File: src/rtl/yuv422_to_yuv444_ext.sv
// 4:2:2 -> 4:4:4 chroma upsampler (duplicate or linear interpolate, mode latched per line).
// Latency 4 clocks (5 with YUV444_RANGE_CLAMP_EN clamp stage); no backpressure, pure streaming.
// Optional macro YUV444_RANGE_CLAMP_EN adds a BT.601 legal-range clamp register stage.
module yuv422_to_yuv444_ext #(
    parameter int DATA_W   = 8,
    parameter bit CB_FIRST = 1'b1,
    parameter int LAT      = 4
) (
    input  logic              clk,
    input  logic              rst_n,
    input  logic              interp_i,
    input  logic [DATA_W-1:0] y_i,
    input  logic [DATA_W-1:0] cbcr_i,
    input  logic              de_i,
    input  logic              hs_i,
    input  logic              vs_i,
    output logic [DATA_W-1:0] y_o,
    output logic [DATA_W-1:0] cb_o,
    output logic [DATA_W-1:0] cr_o,
    output logic              de_o,
    output logic              hs_o,
    output logic              vs_o
);

    generate
        if (LAT != 4) begin : g_lat_chk
            $error("yuv422_to_yuv444_ext: LAT must be 4");
        end
    endgenerate

    localparam logic [DATA_W-1:0] MID = {1'b1, {(DATA_W-1){1'b0}}};

    typedef struct packed {
        logic              de;
        logic              hs;
        logic              vs;
        logic              ph;
        logic              md;
        logic [DATA_W-1:0] y;
        logic [DATA_W-1:0] c;
    } stage_t;

    stage_t            s0, s1, s2;
    logic [DATA_W-1:0] p_c;
    logic              p_de;
    logic              armed, phase, mode;
    logic              de_eff, rise, mode_cur;

    // A line cut by reset is dropped until de_i has been seen low again.
    assign de_eff   = de_i & armed;
    assign rise     = de_eff & ~s0.de;
    assign mode_cur = rise ? interp_i : mode;

    always_ff @(posedge clk) begin
        if (!rst_n) begin
            armed <= 1'b0;
            phase <= 1'b0;
            mode  <= 1'b0;
            s0    <= '0;
            s1    <= '0;
            s2    <= '0;
            p_c   <= '0;
            p_de  <= 1'b0;
        end else begin
            if (!de_i) begin
                armed <= 1'b1;
            end
            phase <= de_eff ? ~phase : 1'b0;
            mode  <= mode_cur;
            s0.de <= de_eff;
            s0.hs <= hs_i;
            s0.vs <= vs_i;
            s0.ph <= phase;
            s0.md <= mode_cur;
            s0.y  <= y_i;
            s0.c  <= cbcr_i;
            s1    <= s0;
            s2    <= s1;
            p_c   <= s2.c;
            p_de  <= s2.de;
        end
    end

    // s2 is the pixel being emitted; s1/s0 are the next two samples, p_* the previous one.
    logic [DATA_W:0]   sum_a, sum_b;
    logic [DATA_W-1:0] a_n, b_n;

    assign sum_a = {1'b0, p_c}  + {1'b0, s1.c} + (DATA_W+1)'(1);
    assign sum_b = {1'b0, s2.c} + {1'b0, s0.c} + (DATA_W+1)'(1);

    always_comb begin
        a_n = s2.c;
        b_n = MID;
        if (!s2.ph) begin
            if (s1.de) begin
                b_n = s1.c;
            end else if (p_de) begin
                b_n = p_c;
            end
        end else begin
            a_n = p_c;
            b_n = s2.c;
            if (s2.md) begin
                if (s1.de) begin
                    a_n = DATA_W'(sum_a >> 1);
                end
                if (s1.de && s0.de) begin
                    b_n = DATA_W'(sum_b >> 1);
                end
            end
        end
    end

    logic [DATA_W-1:0] y_q, cb_q, cr_q;
    logic              de_q, hs_q, vs_q;

    always_ff @(posedge clk) begin
        if (!rst_n) begin
            y_q  <= '0;
            cb_q <= MID;
            cr_q <= MID;
            de_q <= 1'b0;
            hs_q <= 1'b0;
            vs_q <= 1'b0;
        end else begin
            y_q  <= s2.y;
            de_q <= s2.de;
            hs_q <= s2.hs;
            vs_q <= s2.vs;
            if (s2.de) begin
                cb_q <= CB_FIRST ? a_n : b_n;
                cr_q <= CB_FIRST ? b_n : a_n;
            end
        end
    end

`ifdef YUV444_RANGE_CLAMP_EN
    localparam logic [DATA_W-1:0] LO   = DATA_W'(16  << (DATA_W-8));
    localparam logic [DATA_W-1:0] HI_Y = DATA_W'(235 << (DATA_W-8));
    localparam logic [DATA_W-1:0] HI_C = DATA_W'(240 << (DATA_W-8));

    function automatic logic [DATA_W-1:0] clip(input logic [DATA_W-1:0] v,
                                               input logic [DATA_W-1:0] hi);
        return (v < LO) ? LO : ((v > hi) ? hi : v);
    endfunction

    always_ff @(posedge clk) begin
        if (!rst_n) begin
            y_o  <= '0;
            cb_o <= MID;
            cr_o <= MID;
            de_o <= 1'b0;
            hs_o <= 1'b0;
            vs_o <= 1'b0;
        end else begin
            y_o  <= clip(y_q, HI_Y);
            cb_o <= clip(cb_q, HI_C);
            cr_o <= clip(cr_q, HI_C);
            de_o <= de_q;
            hs_o <= hs_q;
            vs_o <= vs_q;
        end
    end
`else
    assign y_o  = y_q;
    assign cb_o = cb_q;
    assign cr_o = cr_q;
    assign de_o = de_q;
    assign hs_o = hs_q;
    assign vs_o = vs_q;
`endif

endmodule

File: config.mk
export PLATFORM = sky130hd
export DESIGN_NAME = yuv422_to_yuv444_ext
export DESIGN_NICKNAME = d
export VERILOG_FILES = /design/src/rtl/yuv422_to_yuv444_ext.sv
export SDC_FILE = /design/constraint.sdc
export NUM_CORES = 1
export LEC_CHECK = 0
export ABC_CLOCK_PERIOD_IN_PS = 4980
export CORE_MARGIN = 2
export CORE_UTILIZATION = 50
export CTS_CLUSTER_DIAMETER = 120
export DETAILED_ROUTE_END_ITERATION = 10
export DONT_BUFFER_PORTS = 1
export PLACE_DENSITY = 0.64
export SLEW_MARGIN = 25
export SYNTH_ARGS = -nofsm -noshare
export SYNTH_HDL_FRONTEND = slang
export SYNTH_SLANG_ARGS = --single-unit
File: constraint.sdc
create_clock -name clk -period 4.98 [get_ports clk]
set_clock_uncertainty 0.15 [all_clocks]
set_input_delay 0.249 -clock clk [delete_from_list [all_inputs] [get_ports clk]]
set_output_delay 0.249 -clock clk [all_outputs]
set_load 0.01 [all_outputs]
# After elaboration in Yosys (flattened, before gate mapping)
# Index checks and enable logic that the tools add are counted.
dict set report word_totals {
  input_bits 22
  out_inout_bits 27
  regBits 100
}
dict set report op_classes {
  bitwise 4
  reduce_logical 2
  n_addsub 4
  mux 8
}
# op n
set ops {}
lappend ops {{8-bit two-way mux} 8}
lappend ops {{8-bit by 8-bit adder with 9-bit output} 2}
lappend ops {{9-bit by 1-bit adder with 9-bit output (second input constant)} 2}
lappend ops {{1-bit AND} 2}
lappend ops {{1-bit inverter} 2}
lappend ops {{2-bit AND reduction} 1}
lappend ops {{1-bit logical AND} 1}

# Logic depth before layout (Yosys ltp)
dict set report logic_depth {
  word_depth 5
  ltp_mapped 7
  mapped_depth_nobuf 7
}

# Worst setup path before layout
# No wires, ideal clock.
dict set report synth_path {
  path_type {reg-to-reg}
  start {register s2[1] in the netlist's numbering}
  end {register cr_q[5] (netlist: cr_o[5])}
  arrival_time_ps 1567
  path_slack_ps 3143
  setup_time_ps 120
  path_buffers 0
  path_stages_with_launch 8
  path_cell_list {dfxtp_1 inv_1 fa_1 nor2b_4 o31a_1 o31a_1 a211oi_1 o31a_1}
}
dict set report synth_between {
  elab_chain_len 5
}
# item line
set synth_lines {}
lappend synth_lines {{start: declaration} 43} ;# stage_t s0, s1, s2;
lappend synth_lines {{start signal: assignment} 61} ;# s2 <= '0;
lappend synth_lines {{start signal: assignment} 78} ;# s2 <= s1;
lappend synth_lines {{8-bit by 8-bit adder with 9-bit output} 89} ;# assign sum_b = {1'b0, s2.c} + {1'b0, s0.c} + (DATA_W+1)'(1);
lappend synth_lines {{9-bit by 1-bit adder with 9-bit output} 89}
lappend synth_lines {{8-bit two-way mux} 107} ;# if (s1.de && s0.de) begin
lappend synth_lines {{8-bit two-way mux} 103} ;# if (s2.md) begin
lappend synth_lines {{8-bit two-way mux} 94} ;# if (!s2.ph) begin
lappend synth_lines {{end signal: assignment} 132} ;# cr_q <= CB_FIRST ? b_n : a_n;
lappend synth_lines {{end: declaration} 114} ;# logic [DATA_W-1:0] y_q, cb_q, cr_q;
# No other way between the ends.
# A chain may end at the register's enable or synchronous reset.

# Final worst setup path
dict set report layout_path {
  start {register s1[20] in the netlist's numbering}
  end {register cr_q[1] (netlist: cr_o[1])}
}
dict set report layout_between {
  elab_chain_len 4
  word_cells_on_any_way 5
  cone_classes {mux (4); reduce/logical (1)}
}
# item line
set layout_lines {}
lappend layout_lines {{start: declaration} 43}
lappend layout_lines {{start signal: assignment} 60} ;# s1 <= '0;
lappend layout_lines {{start signal: assignment} 77} ;# s1 <= s0;
lappend layout_lines {{1-bit logical AND} 107}
lappend layout_lines {{8-bit two-way mux} 107}
lappend layout_lines {{8-bit two-way mux} 103}
lappend layout_lines {{8-bit two-way mux (*)} 94}
# Every way passes the cells marked *; elsewhere a longest branch is shown, timed or not.

==> results.md <==
* Status: complete, no violations
* Grt total ovfl at 0
* Static leakage at 0.001684 uW
* Setup Total Neg Slack at 0 ps
* Initial Utilization at 52.19%
* EDFF count, synth at 0
* Slew Limit Fails at 0
* Synthesized instance count at 403
* Final setup fails at 0
* Achievable Freq at 469.7 MHz
* Sequential area share after synthesis at 52.05%
* Critical Path, Cell by Cell: nand3_1, o311ai_0, o211ai_1, a21oi_1
* Worst vdd ir at 0.0002188 V
* Area contributors post-synth: dfxtp_1 52%, and2_1 12%, ha_1 4.6%
* YS warnings at 0
* Clock sinks at 100
* Least-Margin Pin Slew at ~900 ps
* Crit path DAT at 2270 ps
* DIE HEIGHT at 91.71 um
* RSZ-0062 raised after global routing: no
* Total wire length at 7658 um
* Final hold violation count at 0
* # IOs at 49
* Crit Path Max Fanout at 21
* Post-synthesis async set-or-reset flop share at 0%
* Number of synthesized register bits at 100
* DRC viols at 0
* Area share of the leading cell type in the synthesized netlist at between 50 and 60%
* Crit. End Element: flop
* Global-route wire length before repair at 12440 um
* DR WL/cell at 14.76 um
* CP Class: flop to flop
* Clk buf depth at 2
* Global-route usage over all layers at 18.83%
* N_diodes at 0
* Yosys top cell by area: dfxtp_1
* Hold crit path type: input pin to flop
* Synth cell types at 43
* Placed Instance Area at ~3900 um^2
* Iteration-0 DRC Markers at 149
* Dpl hpwl at between 5000 and 6000 um
* Clock latency at the later pin of the worst-skew pair at 360 ps
* Post-synthesis cell area at 3846 um^2
* Pwr per Cell Area at 329.4 nW/um^2
* # fillers at about 650
* Total power at 1423 uW
* Vias in the first global route at 2527
* Area delta synth->final at 12.33%
* CTS tree: done
* Die width at about 92 um
* Critical path launch point type: flop
* Via count at ~2700
* Drt pass-1 iters at 4
* Port Buffers at 0
* Nets@finish at 453
* Core area at 7370 um^2
* Slowest-stage cell, CP: dfxtp_1
* Post-Syn Nets at 441
* # rows at 31
* CTS root buffer: clkbuf_8
* Post-CTS Setup Bufs at 0
* Register area at between 2000 and 2500 um^2
* Predominant post-synthesis flop cell: dfxtp_1
* Fin crit share at 42.75%
* Crit path required time at 5120 ps
* Initial antenna violation count at 0
* Slew headroom at 40.19%
* CP peak stage delay at ~690 ps
* Final Cell Area at 4320 um^2
* H-tree level count at 3
* Number of max-cap violations at 0
* Footprint of the multi-input gates at 1713 um^2
* CTS buffer count at 9
* DRT antenna net count at 0
* Shortest period the worst path allows at 2129 ps
* Hold_ws at 51.06 ps
* Largest net degree at the start of global routing at 81
* Via density at 5.245
* Reg clk slew, reported paths at 110 ps
* Die Footprint at 8410 um^2
* GPL Wtd Cong at 0.8444
* Layout cells sized above 1 at ~5.7%
* Post-synthesis average cell area at 9.544 um^2
[final timing paths]
check | startpoint | to | slack, ps | cells past startpoint
setup / recovery | s1[20]$_SDFF_PN0_ | cr_o[1]$_SDFFE_PN0P_ | 2850 | 4
hold / removal | rst_n | cr_o[6]$_SDFFE_PN0P_ | 50 | 4
setup reg to reg | s1[20]$_SDFF_PN0_ | cr_o[1]$_SDFFE_PN0P_ | 2850 | 4
hold reg to reg | phase$_SDFF_PN0_ | phase$_SDFF_PN0_ | 270 | 1
[state kept, by name (all words and copies together), names as in the netlist]
name and count:
s1 21, s2 21, s0 20, cb_o 8
cr_o 8, p_c 8, y_o 8, armed 1
de_o 1, hs_o 1, mode 1, phase 1
vs_o 1
[cells in the final DEF, fill, tap and decap left out, types with 2 or more instances in the layout]
cell	count
nand2b_1	7
inv_1	10
xor2_1	4
o211ai_1	8
o21a_1	3
or4_1	2
inv_8	4
nor2_1	26
a21o_1	3
o21ai_0	21
a32oi_1	2
nand3_1	5
dfxtp_1	99
a211oi_1	5
ha_1	14
mux2i_1	3
a31oi_1	5
dlygate4sd3_1	21
o31a_1	4
a21oi_1	19
o221ai_1	6
fa_1	2
clkbuf_8	9
nand2_1	31
nor2b_1	4
nor3_1	5
and3_1	3
and2_1	76
[per-layer routing]
layer | track usage (%) | vias to the layer above | part of all wire [%]
met1 | 27.03 | 1252 | 50
li1 | - | 1395 | -
met5 | 0 | - | 0
met4 | 7.836 | 0 | 1.6
met3 | 4.437 | 9 | 6.1
met2 | 27.21 | 66 | 43
[where the power goes]
part / internal (uW) / switching, uW / total [uW]
Sequential: 825 / 17.8 / 842
Clock: 201 / 308 / 508
Combinational: 38.0 / 34.4 / 72.4
Total: 1060 / 360 / 1420
[critical path: cells and delay by family, from the launching register on]
kind            cells  cell delay (ps)
compound gates      3              730
simple gates        1              470
flops               1              690
[cell families after synthesis]
family	Yosys count	share of synthesized area [%]
AO/OA/AOI/OAI	82	13.83
XOR/XNOR	4	0.9108
adder cells (fa/ha/maj)	16	5.595
flip-flops	100	52.05
AND/OR/NAND/NOR	166	23.42
buffers and inverters	32	3.416
multiplexers	3	0.7808
[repair_timing]
item                       CTS  global route
hold buffers                22             0
hold endpoints to repair    84             0
setup endpoints to repair    0             0
gates resized for setup      0             0
[Yosys cell counts, drive strengths merged (4+ instances only)]
| master | instances |
|---|---|
| a211oi | 5 |
| a21oi | 19 |
| a31oi | 5 |
| and2 | 76 |
| buf | 8 |
| clkbuf | 13 |
| dfxtp | 100 |
| ha | 14 |
| inv | 10 |
| nand2 | 31 |
| nand2b | 7 |
| nand3 | 5 |
| nor2 | 26 |
| nor2b | 5 |
| nor3 | 5 |
| o211ai | 8 |
| o21ai | 22 |
| o221ai | 6 |
| o31a | 4 |
| xor2 | 4 |
[final cells by class]
cell class | instances | share of cell area (%)
Clock inverter | 7 | 1.796
Multi-Input combinational cell | 271 | 39.65
Tap cell | 99 | 2.867
Sequential cell | 100 | 46.37
Clock buffer | 9 | 2.867
Inverter | 11 | 0.9557
Timing Repair Buffer | 22 | 5.502
[per-stage QoR]
stage | setup slack [ps] | cells | utilization [%]
after global placement | 2792 | 481 | 52.65
final | 2851 | 519 | 58.62
after global routing | 2631 | 519 | 58.62
after floorplan | 3143 | 403 | -
after detailed placement | 2753 | 481 | 52.65
after CTS | 2721 | 519 | 58.61
Power figures use the tool's default switching activity.
